<file path="src/rtl/br_flow_stabilize_pkg.sv">
// Shared constants for the flow stabilizer.
//   ST_PASS : flow forwards push -> pop combinationally
//   ST_HOLD : flow presents its captured beat until it drains
package br_flow_stabilize_pkg;
    localparam logic [0:0] ST_PASS = 1'b0;
    localparam logic [0:0] ST_HOLD = 1'b1;
endpackage

</file>
<file path="src/rtl/br_flow_stabilize_if.sv">
// Multi-flow ready/valid bundle.
//   valid : per-flow valid (master -> slave)
//   data  : per-flow payload (master -> slave)
//   ready : per-flow ready (slave -> master)
interface br_flow_stabilize_if #(
    parameter int NumFlows = 1,
    parameter int Width    = 1
);
    logic [NumFlows-1:0]            valid;
    logic [NumFlows-1:0]            ready;
    logic [NumFlows-1:0][Width-1:0] data;

    modport master (output valid, output data, input ready);
    modport slave  (input valid, input data, output ready);
endinterface

</file>
<file path="src/rtl/br_flow_stabilize_1.sv">
// One flow of the stabilizer: PASS/HOLD FSM, one-beat hold register and a
// saturating stall counter.
//   push_valid/push_ready/push_data : loosely behaved upstream side
//   pop_valid/pop_ready/pop_data    : compliant downstream side
//   stall_count                     : backpressured cycles of current pop beat
//   stall_saturated                 : sticky, stall_count hit all-ones
module br_flow_stabilize_1
    import br_flow_stabilize_pkg::*;
#(
    parameter int Width           = 1,
    parameter int StallCountWidth = 8
) (
    input  logic                       clk,
    input  logic                       rst_n,
    input  logic                       push_valid,
    output logic                       push_ready,
    input  logic [Width-1:0]           push_data,
    output logic                       pop_valid,
    input  logic                       pop_ready,
    output logic [Width-1:0]           pop_data,
    output logic [StallCountWidth-1:0] stall_count,
    output logic                       stall_saturated
);
    localparam logic [StallCountWidth-1:0] CntMax = '1;

    logic [0:0]       state;
    logic [Width-1:0] hold_q;

    // Ready comes only from the state flop: no ready-to-ready path.
    assign push_ready = (state == ST_PASS);
    // Gating with rst_n makes pop_valid drop the moment reset asserts, even
    // while push_valid is high in PASS.
    assign pop_valid  = rst_n & ((state == ST_HOLD) | push_valid);
    assign pop_data   = (state == ST_HOLD) ? hold_q : push_data;

    always_ff @(posedge clk or negedge rst_n) begin
        if (!rst_n) begin
            state  <= ST_PASS;
            hold_q <= '0;
        end else begin
            case (state)
                ST_PASS: if (push_valid && !pop_ready) begin
                    // Beat is accepted upstream but not taken downstream:
                    // freeze it so upstream may retract or change.
                    hold_q <= push_data;
                    state  <= ST_HOLD;
                end
                default: if (pop_ready) state <= ST_PASS;
            endcase
        end
    end

    always_ff @(posedge clk or negedge rst_n) begin
        if (!rst_n) begin
            stall_count     <= '0;
            stall_saturated <= 1'b0;
        end else begin
            if (pop_valid && pop_ready)
                stall_count <= '0;
            else if (pop_valid && stall_count != CntMax)
                stall_count <= stall_count + 1'b1;
            if (stall_count == CntMax)
                stall_saturated <= 1'b1;
        end
    end
endmodule

</file>
<file path="src/rtl/br_flow_stabilize.sv">
// Multi-flow ready/valid stabilizer. Slices the bundles per flow, instantiates
// one br_flow_stabilize_1 per flow and checks pop-side compliance.
//   clk, rst_n      : clock, async active-low reset
//   push            : upstream bundle (slave side)
//   pop             : downstream bundle (master side)
//   stall_count     : per-flow saturating stall counters
//   stall_saturated : per-flow sticky saturation flags
module br_flow_stabilize #(
    parameter int NumFlows        = 1,
    parameter int Width           = 1,
    parameter int StallCountWidth = 8
) (
    input  logic                                      clk,
    input  logic                                      rst_n,
    br_flow_stabilize_if.slave                        push,
    br_flow_stabilize_if.master                       pop,
    output logic [NumFlows-1:0][StallCountWidth-1:0]  stall_count,
    output logic [NumFlows-1:0]                       stall_saturated
);
    logic [NumFlows-1:0]            push_ready;
    logic [NumFlows-1:0]            pop_valid;
    logic [NumFlows-1:0][Width-1:0] pop_data;

    assign push.ready = push_ready;
    assign pop.valid  = pop_valid;
    assign pop.data   = pop_data;

    for (genvar i = 0; i < NumFlows; i++) begin : g_flow
        br_flow_stabilize_1 #(
            .Width           (Width),
            .StallCountWidth (StallCountWidth)
        ) u_flow (
            .clk             (clk),
            .rst_n           (rst_n),
            .push_valid      (push.valid[i]),
            .push_ready      (push_ready[i]),
            .push_data       (push.data[i]),
            .pop_valid       (pop_valid[i]),
            .pop_ready       (pop.ready[i]),
            .pop_data        (pop_data[i]),
            .stall_count     (stall_count[i]),
            .stall_saturated (stall_saturated[i])
        );

        // Flow integrity: a backpressured pop beat stays valid and unchanged.
        a_pop_stable: assert property (@(posedge clk) disable iff (!rst_n)
            (pop_valid[i] && !pop.ready[i]) |=>
                (pop_valid[i] && pop_data[i] == $past(pop_data[i])));

        a_push_known: assert property (@(posedge clk) disable iff (!rst_n)
            (push.valid[i] && push_ready[i]) |-> !$isunknown(push.data[i]));
    end
endmodule

</file>
<file path="src/flat_wrapper.sv">
// flat-port wrapper written by rule: the top's interface ports become plain ports
module br_flow_stabilize_flat 
#(
    parameter int NumFlows        = 1,
    parameter int Width           = 1,
    parameter int StallCountWidth = 8
)
  (clk, rst_n, stall_count, stall_saturated, push_valid, push_data, push_ready, pop_valid, pop_data, pop_ready);
  br_flow_stabilize_if #(.NumFlows(NumFlows), .Width(Width)) push_i ();
  br_flow_stabilize_if #(.NumFlows(NumFlows), .Width(Width)) pop_i ();
  input  logic clk;
  input  logic rst_n;
  output logic [NumFlows-1:0][StallCountWidth-1:0] stall_count;
  output logic [NumFlows-1:0] stall_saturated;
  input wire logic [$bits(push_i.valid)-1:0] push_valid;
  input wire logic [$bits(push_i.data)-1:0] push_data;
  output wire logic [$bits(push_i.ready)-1:0] push_ready;
  output wire logic [$bits(pop_i.valid)-1:0] pop_valid;
  output wire logic [$bits(pop_i.data)-1:0] pop_data;
  input wire logic [$bits(pop_i.ready)-1:0] pop_ready;
  assign push_i.valid = push_valid;
  assign push_i.data = push_data;
  assign push_ready = push_i.ready;
  assign pop_valid = pop_i.valid;
  assign pop_data = pop_i.data;
  assign pop_i.ready = pop_ready;
  br_flow_stabilize #(.NumFlows(NumFlows), .Width(Width), .StallCountWidth(StallCountWidth)) u_core (.clk(clk), .rst_n(rst_n), .push(push_i), .pop(pop_i), .stall_count(stall_count), .stall_saturated(stall_saturated));
endmodule
</file>
<file path="config.mk">
export PLATFORM = sky130hd
export DESIGN_NAME = br_flow_stabilize_flat
export DESIGN_NICKNAME = d
export VERILOG_FILES = /design/src/rtl/br_flow_stabilize_pkg.sv /design/src/rtl/br_flow_stabilize_if.sv /design/src/rtl/br_flow_stabilize_1.sv /design/src/rtl/br_flow_stabilize.sv /design/src/flat_wrapper.sv
export SDC_FILE = /design/constraint.sdc
export NUM_CORES = 1
export LEC_CHECK = 0
export ABC_CLOCK_PERIOD_IN_PS = 2100
export BUFFER_PORTS_ARGS = -buffer_cell sky130_fd_sc_hd__buf_4
export CORE_MARGIN = 8
export CORE_UTILIZATION = 40
export CTS_CLUSTER_DIAMETER = 120
export DETAILED_ROUTE_END_ITERATION = 10
export PLACE_DENSITY = 0.74
export SYNTH_ARGS = -nofsm -noshare
export SYNTH_HDL_FRONTEND = slang
export SYNTH_SLANG_ARGS = --single-unit
</file>
<file path="constraint.sdc">
create_clock -name clk -period 2.1 [get_ports clk]
set_clock_uncertainty 0.2 [all_clocks]
set_input_delay 0.63 -clock clk [delete_from_list [all_inputs] [get_ports clk]]
set_output_delay 0.63 -clock clk [all_outputs]
set_load 0.01 [all_outputs]
</file>
==> key figures, run 1 <==
Global routing
  • Pin count of the biggest net entering global routing: 12
  • Grt total ovfl: 0
  • All-layer global routing usage: 10.3%
  • Vias in the first global route: 585
  • Initial antenna violation count: 0
  • First-pass GRT wire length: 2640 microns

Worst setup path
  • CP required: 1270 ps
  • R2R cell count: 5
  • RR Endpoint: u_core.g_flow[0].u_flow.stall_count[0]$_DFFE_PN0P_
  • Worst Setup Start Kind: register
  • R2R Path Start: u_core.g_flow[0].u_flow.stall_count[0]$_DFFE_PN0P_
  • Critical Path Fanout Max: 5
  • FF-to-FF setup slack: 270 ps
  • WP data arrival: 1210 ps
  • Crit. Startpoint: u_core.g_flow[0].u_flow.state$_DFF_PN0_
  • CP Capture Point: pop_data
  • Critical path capture point type: primary output
  • Worst Path Class, Setup: reg -> out

Finish
  • Diodes inserted: 0
  • Area Overhead vs Synth: 28.4%
  • Finished Layout Cells: 100
  • Post-layout util: 53.9%
  • Nets: 91
  • Layout cell share with drive strength beyond 1: 32.1%

Run status
  • Status: complete, no violations

Power and ir drop
  • Total power: 0.000573 W
  • Power per standard cell area: 714 nW/um^2
  • Pleak: 0.369 nW
  • Psw: 0.000190 W
  • Comb pwr share: 23.9%
  • Peak VDD IR: 0.442 mV
  • Cell internal pwr: 0.000383 W
  • Clock power share: 26.0%
  • Seq pwr share: 50.1%
  • Sw frac: 33.2%

Detailed routing
  • Initial detailed-routing violation count: 20
  • Vias post-DR: 554
  • Drc violations: 0
  • Pre-antenna DRT Iters: 4
  • DR WL met2: 758 microns
  • Vias per cell: 5.54
  • Max Used Layer: met4
  • Met3 wire length: 68 microns
  • WL met1: 602 microns
  • WL/cell: 14.4 microns
  • Antenna viol nets, final: 0
  • WL final: 1440 microns

Timing
  • Fin. max-slew vios: 0
  • Worst setup margin: 55.2 ps
  • Period utilization: 97.4%
  • Total Negative Setup Slacks: 0 ps
  • Max Clk Rate: 489 MHz
  • Rel. slew slack: 81.5%
  • Final setup fails: 0
  • Final min period: 2040 ps
  • Final Hold Violating Endpoints: 0
  • Unrepaired setup endpoints after global routing: no
  • Slew @ Worst Pin: 278 ps

Job
  • Max-cap violations: 0

Synth
  • Synthesized area: 626 sq um
  • Syn Nets: 69
  • Yosys cell types: 31
  • Syn Area/Cell: 9.93 sq um
  • YS warnings: 0
  • Top post-synthesis cells by area: dfrtp_1 44%, o21ai_1 4.0%, mux2_1 3.6%, nand4_4 3.4%, mux2i_1 3.2%
  • Gate Count Post-Synth: 63
  • Post-synth EDFFs: 0
  • Post-synthesis sequential area ratio: 44.0%
  • Area leader, netlist: dfrtp_1
  • #FFs+latches synth: 11
  • Post-synth top flop: dfrtp_1
  • Ys async rst share: 100%
  • Commonest cells in the netlist: 11 x dfrtp_1, 5 x o21ai_1, 4 x nand2_1, 4 x nand3_1, 4 x nor2_1
  • Top-count cell post-synth: dfrtp_1
  • Synth top area share: 44.0%

Clock network
  • Num Clock Sinks: 11
  • Clock latency on the worst-skew pair: 270 ps
  • CTS tree: done
  • Root Driver: clkbuf_4
  • Post_cts resized: 0
  • Clock buffer depth: 2
  • Clock-pin slew on the worst setup and hold paths: 80 ps
  • Hold-fix buffers at CTS: 0
  • H-tree levels: 1
  • Setup Buffers After CTS: 0
  • Cts bufs inserted: 3

Floorplanning
  • Core area: 1490 sq um
  • I/O pin count: 17
  • Die width: 55.5 microns
  • Die Ht: 55.5 microns
  • Rows: 14
  • Starting Density: 42.0%
  • Die area: 3090 sq um

Placed design
  • Dpl cells: 96
  • PortBufs: 16
  • Dpl ws: 120 ps
  • Global placement routability congestion: 0.802
  • DP HPWL: 1080 microns

Hold path
  • Worst min path class: in -> async
cell families (layout without fill, tap and decap cells):
group | after synthesis | in the layout | synth area share, %
flip-flops | 11 | 11 | 44.0
adder cells (fa/ha/maj) | 1 | 1 | 2.00
multiplexers | 4 | 4 | 6.80
AO/OA/AOI/OAI | 19 | 19 | 22.0
buffers and inverters | 4 | 25 | 2.60
AND/OR/NAND/NOR | 24 | 24 | 22.6
cells in the final DEF (no fill, tap or decap):
| master | netlist | final |
|---|---|---|
| nor2b_1 | 1 | 1 |
| o211ai_1 | 1 | 1 |
| a21boi_1 | 1 | 1 |
| mux2_1 | 2 | 2 |
| nor4b_1 | 1 | 1 |
| o21ai_4 | 1 | 1 |
| a221o_1 | 1 | 1 |
| o21ai_1 | 5 | 5 |
| inv_1 | 2 | 2 |
| nor2_2 | 1 | 1 |
| o21a_1 | 2 | 2 |
| mux2i_1 | 2 | 2 |
| or2_1 | 1 | 1 |
| ha_1 | 1 | 1 |
| and2_1 | 1 | 1 |
| a41oi_1 | 1 | 1 |
| nor4_1 | 2 | 2 |
| nor3_1 | 2 | 2 |
| inv_2 | 1 | 1 |
| nand4_4 | 1 | 1 |
| a21oi_1 | 3 | 3 |
| nand2_1 | 4 | 4 |
| nor2_1 | 4 | 4 |
| o211ai_2 | 1 | 1 |
| o21bai_1 | 2 | 2 |
| dfrtp_1 | 11 | 11 |
| and3_1 | 1 | 1 |
| buf_4 | 0 | 18 |
| nand3_1 | 4 | 4 |
| clkinv_2 | 0 | 1 |
| clkbuf_4 | 0 | 3 |
| nor3b_1 | 1 | 1 |
| o21ai_0 | 1 | 1 |
critical path, stage by stage (launching register included):
cell and delay [ps]:
dfrtp_1 460, mux2_1 340, buf_4 140
state kept, by name, summed over array words and instances (netlist names):
name and count:
u_core.g_flow.u_flow.hold_q 1, u_core.g_flow.u_flow.stall_count 8, u_core.g_flow.u_flow.stall_saturated 1, u_core.g_flow.u_flow.state 1
how the worst min path moves through the flow:
stage                                                             start                                                   to  slack [ps]
finish                                                            rst_n   u_core.g_flow[0].u_flow.stall_count[1]$_DFFE_PN0P_         100
CTS                                                               rst_n   u_core.g_flow[0].u_flow.stall_count[1]$_DFFE_PN0P_         100
global placement    u_core.g_flow[0].u_flow.stall_saturated$_DFFE_PN0N_  u_core.g_flow[0].u_flow.stall_saturated$_DFFE_PN0N_         250
floorplan                                                         rst_n           u_core.g_flow[0].u_flow.hold_q$_DFFE_PN0P_         130
detailed placement  u_core.g_flow[0].u_flow.stall_saturated$_DFFE_PN0N_  u_core.g_flow[0].u_flow.stall_saturated$_DFFE_PN0N_         250
global route                                                      rst_n   u_core.g_flow[0].u_flow.stall_count[1]$_DFFE_PN0P_         100
cell type report:
class                           instances  area, sq um
Clock buffer                            3         22.5
Fill cell                             123          686
Tap cell                               16         20.0
Clock inverter                          1         5.00
Sequential cell                        11          275
Multi-Input combinational cell         48          334
Inverter                                3         11.3
Timing Repair Buffer                   18          135
power by group through the flow:
stage	logic (W)	clock network, W	registers, W
2_1_floorplan	0.0000602	0	0.000294
3_3_place_gp	0.000137	0	0.000289
3_5_place_dp	0.000141	0	0.000291
4_1_cts	0.000141	0.000158	0.000287
5_1_grt	0.000153	0.000164	0.000295
6_report	0.000137	0.000149	0.000287
stage by stage:
stage,cell area [sq um],hold slack [ps]
after CTS,803,96.3
after detailed placement,776,253
after global placement,776,251
final,803,97.7
after global routing,803,99.7
after floorplan,626,134
metal layers:
| layer | up-vias | track usage (%) |
|---|---|---|
| met5 | - | 0 |
| met2 | 17 | 16.7 |
| met1 | 258 | 11.3 |
| met3 | 2 | 3.20 |
| met4 | 0 | 6.34 |
| li1 | 277 | - |
Note: power is estimated with default switching activity, not from simulation.
==> run 2: changes to the inputs <==
- BUFFER_PORTS_ARGS: -buffer_cell sky130_fd_sc_hd__buf_4 -> not set
- CTS_CLUSTER_DIAMETER: 120 -> 200
- DONT_BUFFER_PORTS: not set -> 1
- PLACE_DENSITY: 0.74 -> 0.64
==> run 2 against run 1 <==
Non-clock buffer count shrank 14. Core utilization shrank 7.0 points. Final cell count shrank 14%. Critical path type unchanged. Sequential share of layout area grew 5.1 points. Sequential cell count is the same. Worst setup slack gained 110 ps. Highest routed layer unchanged. Worst hold slack gained 130 ps.
==> key figures, run 2 (synthesis gave the netlist of run 1 again) <==
Run status
  • Status: complete, no violations

Floorplanning
  • Die Ht: 55.5 microns
  • Core area: 1490 sq um
  • Die area: 3090 sq um
  • Rows: 14
  • Starting Density: 42.0%
  • Die width: 55.5 microns
  • I/O pin count: 17

Finish
  • Post-layout util: 47.0%
  • Biggest register: u_core.g_flow.u_flow.stall_count
  • Commonest non-fill, non-tap cell in the layout: dfrtp_1
  • FF/Latch Area: 275 sq um
  • Nets: 77
  • Most frequent cells in the layout: 11 x dfrtp_1, 5 x o21ai_1, 4 x nor2_1, 4 x nand3_1, 4 x nand2_1
  • Area of the multi-input gates: 334 sq um
  • Area Overhead vs Synth: 11.8%
  • Layout cell share with drive strength beyond 1: 15.7%
  • Finished Layout Cells: 86
  • Largest register FFs: 8
  • Fillers: 126
  • Diodes inserted: 0

Placed design
  • Global placement routability congestion: 0.788
  • Dpl ws: 319 ps
  • Dpl cells: 81
  • PortBufs: 0
  • DP HPWL: 1030 microns

Timing
  • Final setup fails: 0
  • Unrepaired setup endpoints after global routing: no
  • Rel. slew slack: 67.2%
  • Fin. max-slew vios: 0
  • Period utilization: 92.0%
  • Final Hold Violating Endpoints: 0
  • Slew @ Worst Pin: 490 ps
  • Total Negative Setup Slacks: 0 ps
  • Max Clk Rate: 518 MHz
  • Final min period: 1930 ps
  • Worst setup margin: 168 ps

Worst setup path
  • Crit path cell chain: mux2_1
  • Critical path capture point type: primary output
  • R2R Path Start: u_core.g_flow[0].u_flow.stall_count[0]$_DFFE_PN0P_
  • Buf/Inv on CP: 0
  • CP required: 1270 ps
  • CP max stage delay: 440 ps
  • Worst Setup Start Kind: register
  • RR Endpoint: u_core.g_flow[0].u_flow.stall_count[3]$_DFFE_PN0P_
  • Critical Path Fanout Max: 5
  • Crit path max-delay family: flip-flops
  • WP data arrival: 1100 ps
  • Worst Path Class, Setup: reg -> out
  • Slowest cell on the critical path: dfrtp_1
  • R2R cell count: 5
  • FF-to-FF setup slack: 380 ps

Global routing
  • Grt total ovfl: 0
  • Pin count of the biggest net entering global routing: 12
  • All-layer global routing usage: 9.25%
  • Vias in the first global route: 444
  • Initial antenna violation count: 0
  • First-pass GRT wire length: 2280 microns

Power and ir drop
  • Power per standard cell area: 757 nW/um^2
  • Peak VDD IR: 0.329 mV
  • Pleak: 0.295 nW

Detailed routing
  • Initial detailed-routing violation count: 20
  • Vias per cell: 5.95
  • Vias post-DR: 512
  • WL/cell: 16.8 microns
  • Drc violations: 0
  • WL final: 1440 microns
  • Pre-antenna DRT Iters: 4
  • Antenna viol nets, final: 0

Hold path
  • Worst min path class: in -> reg
  • Hold depth: 1
  • Min-delay src: pop_ready
  • Hold endpoint: u_core.g_flow[0].u_flow.state$_DFF_PN0_

Job
  • Max-cap violations: 0

Clock network
  • Root Driver: clkbuf_4
  • Clock-pin slew on the worst setup and hold paths: 60 ps
  • H-tree levels: 1
  • Clock buffer depth: 2
  • Cts bufs inserted: 3
  • Num Clock Sinks: 11
  • CTS tree: done
  • Setup Buffers After CTS: 0
  • Clock latency on the worst-skew pair: 260 ps
## run 2: cell count changes in the layout (fill, tap and decap cells not counted)
| cell | delta |
|---|---|
| buf_4 | -15 |
| clkinv_2 | -1 |
| dlygate4sd3_1 | +1 |
| clkbuf_1 | +1 |
## run 2: routing by layer
layer / part of all wire [%] / track usage (%) / vias to the layer above
li1: - / - / 248
met1: 41 / 10.1 / 236
met2: 48 / 13.8 / 24
met3: 9.6 / 4.34 / 4
met4: 1.7 / 6.34 / 0
met5: 0 / 0 / -
## run 2: worst max-delay path by stage
stage	endpoint	slack, ps	cells after the start	start
CTS	pop_data	150	1	u_core.g_flow[0].u_flow.state$_DFF_PN0_
floorplan	pop_valid	300	2	push_valid
finish	pop_data	170	1	u_core.g_flow[0].u_flow.state$_DFF_PN0_
global placement	pop_data	320	1	push_data
global route	pop_data	130	1	u_core.g_flow[0].u_flow.state$_DFF_PN0_
detailed placement	pop_data	320	1	push_data
## run 2: layout make-up
cell class / count / share of cell area (%)
Multi-Input combinational cell: 48 / 47.8
Sequential cell: 11 / 39.4
Timing Repair Buffer: 4 / 4.65
Clock buffer: 4 / 3.76
Tap cell: 16 / 2.86
Inverter: 3 / 1.61
## run 2: what timing repair did
item | 4_1_cts | 5_1_grt
endpoints found under the hold margin | 11 | 0
gates resized for setup | 0 | 0
hold buffers | 1 | 0
## run 2: power by group
part / total, W / switching, W / internal, W
clock: 0.000141 / 0.0000670 / 0.0000735
combinational: 0.0000971 / 0.0000513 / 0.0000459
sequential: 0.000292 / 0.0000531 / 0.000239
total: 0.000530 / 0.000171 / 0.000358
## run 2: stage by stage
step / hold WS [ps] / area, sq um / total power (W)
after floorplan: 134 / 626 / 0.000354
after global placement: 135 / 663 / 0.000387
after detailed placement: 135 / 663 / 0.000390
after CTS: 213 / 699 / 0.000544
after global routing: 212 / 699 / 0.000569
final: 225 / 699 / 0.000530
==> run 3: changes to the inputs <==
- ABC_CLOCK_PERIOD_IN_PS: 2100 -> 2350
- clock period: 2.1 -> 2.35 ns (I/O delays scaled with it)
==> run 3 against run 2 <==
Sequential share of layout area rose by 1.3 points. Clock-buffer cell count did not move. Die area did not move. Total power fell by 11%. Worst setup slack improved by 120 ps. Cell area fell by 3.2%. Critical path type unchanged.
==> key figures, run 3 (synthesis gave the netlist of run 1 again) <==
Run status
  • Status: complete, no violations

Worst setup path
  • RR Endpoint: u_core.g_flow[0].u_flow.stall_count[3]$_DFFE_PN0P_
  • Buf/Inv on CP: 1
  • CP required: 1440 ps
  • R2R Path Start: u_core.g_flow[0].u_flow.stall_count[0]$_DFFE_PN0P_
  • Slowest cell on the critical path: dfrtp_1
  • WP data arrival: 1160 ps
  • Crit path max-delay family: flip-flops
  • Worst Path Class, Setup: reg -> out
  • CP max stage delay: 450 ps
  • Critical path capture point type: primary output
  • Crit path cell chain: o21ai_4 > inv_2
  • R2R cell count: 5
  • Critical Path Fanout Max: 10
  • Worst Setup Start Kind: register
  • FF-to-FF setup slack: 490 ps

Floorplanning
  • Core area: 1490 sq um
  • Rows: 14
  • Starting Density: 42.0%
  • Die width: 55.5 microns
  • Die area: 3090 sq um
  • Die Ht: 55.5 microns
  • I/O pin count: 17

Detailed routing
  • Antenna viol nets, final: 0
  • Pre-antenna DRT Iters: 4
  • WL/cell: 17.7 microns
  • Vias post-DR: 515
  • Drc violations: 0
  • WL final: 1470 microns
  • Initial detailed-routing violation count: 4
  • Vias per cell: 6.20

Finish
  • Most frequent cells in the layout: 11 x dfrtp_1, 5 x o21ai_1, 4 x nor2_1, 4 x nand3_1, 4 x nand2_1
  • Layout cell share with drive strength beyond 1: 11.9%
  • Area Overhead vs Synth: 8.20%
  • Fillers: 135
  • Commonest non-fill, non-tap cell in the layout: dfrtp_1
  • Post-layout util: 45.5%
  • Nets: 74
  • Largest register FFs: 8
  • Final Instance Area: 677 sq um
  • Biggest register: u_core.g_flow.u_flow.stall_count
  • Diodes inserted: 0

Hold path
  • Min-delay src: pop_ready
  • Hold depth: 1
  • Hold endpoint: u_core.g_flow[0].u_flow.state$_DFF_PN0_
  • Worst min path class: in -> reg

Global routing
  • All-layer global routing usage: 10.2%
  • Initial antenna violation count: 0
  • Vias in the first global route: 518
  • Grt total ovfl: 0
  • Pin count of the biggest net entering global routing: 12
  • First-pass GRT wire length: 2530 microns

Timing
  • Slew @ Worst Pin: 500 ps
  • Max Clk Rate: 484 MHz
  • Final setup fails: 0
  • Rel. slew slack: 66.6%
  • Period utilization: 87.9%
  • Final Hold Violating Endpoints: 0
  • Fin. max-slew vios: 0
  • Unrepaired setup endpoints after global routing: no
  • Total Negative Setup Slacks: 0 ps
  • Final min period: 2070 ps

Clock network
  • Clock buffer depth: 2
  • Num Clock Sinks: 11
  • Cts bufs inserted: 3
  • Clock-pin slew on the worst setup and hold paths: 70 ps
  • CTS tree: done
  • H-tree levels: 1
  • Clock latency on the worst-skew pair: 270 ps
  • Root Driver: clkbuf_4

Power and ir drop
  • Peak VDD IR: 0.260 mV
  • Pleak: 0.280 nW
  • Power per standard cell area: 694 nW/um^2
  • Total power: 0.000469 W

Placed design
  • Placed cell area: 641 sq um
  • DP HPWL: 1050 microns
  • PortBufs: 0
  • Global placement routability congestion: 0.784

Job
  • Max-cap violations: 0
-- run 3: timing repair --
action | 4_1_cts | 5_1_grt
gates resized for setup | 0 | 0
endpoints found under the hold margin | 11 | 0
buffers inserted | 0 | 0
setup endpoints to repair | 0 | 0
hold buffers | 1 | 0
-- run 3: how the worst max path moves through the flow --
stage                           end  cells past startpoint                                    start  slack, ps
final                     pop_valid                      2  u_core.g_flow[0].u_flow.state$_DFF_PN0_        280
after CTS                 pop_valid                      2  u_core.g_flow[0].u_flow.state$_DFF_PN0_        270
after global placement    pop_valid                      2                               push_valid        340
after floorplan           pop_valid                      2                               push_valid        400
after global routing      pop_valid                      2  u_core.g_flow[0].u_flow.state$_DFF_PN0_        220
after detailed placement  pop_valid                      2                               push_valid        320
-- run 3: per-stage QoR --
step / instances / setup slack [ps] / hold WS [ps]
global placement: 78 / 336 / 210
global route: 83 / 220 / 288
detailed placement: 78 / 317 / 210
floorplan: 63 / 400 / 209
CTS: 83 / 274 / 290
finish: 83 / 284 / 295
-- run 3: routing by layer --
metal | routed length [microns] | GRT usage, % | part of all wire (%) | vias up
met5 | 0 | 0 | 0 | -
met4 | 38 | 6.34 | 2.6 | 0
met3 | 154 | 4.57 | 11 | 5
met2 | 715 | 16.5 | 49 | 22
met1 | 557 | 10.3 | 38 | 245
li1 | - | - | - | 243
-- run 3: cell type report --
| type | count | area, sq um | area share [%] |
|---|---|---|---|
| Clock buffer | 4 | 26.3 | 3.88 |
| Timing Repair Buffer | 1 | 10.0 | 1.48 |
| Multi-Input combinational cell | 48 | 334 | 49.4 |
| Inverter | 3 | 11.3 | 1.66 |
| Tap cell | 16 | 20.0 | 2.96 |
| Sequential cell | 11 | 275 | 40.7 |
-- run 3: power by group --
group          internal [W]  leakage, nW  switching [W]
combinational     0.0000317        0.121      0.0000333
clock             0.0000659       0.0150      0.0000657
sequential         0.000213        0.144      0.0000597
total              0.000311        0.280       0.000159
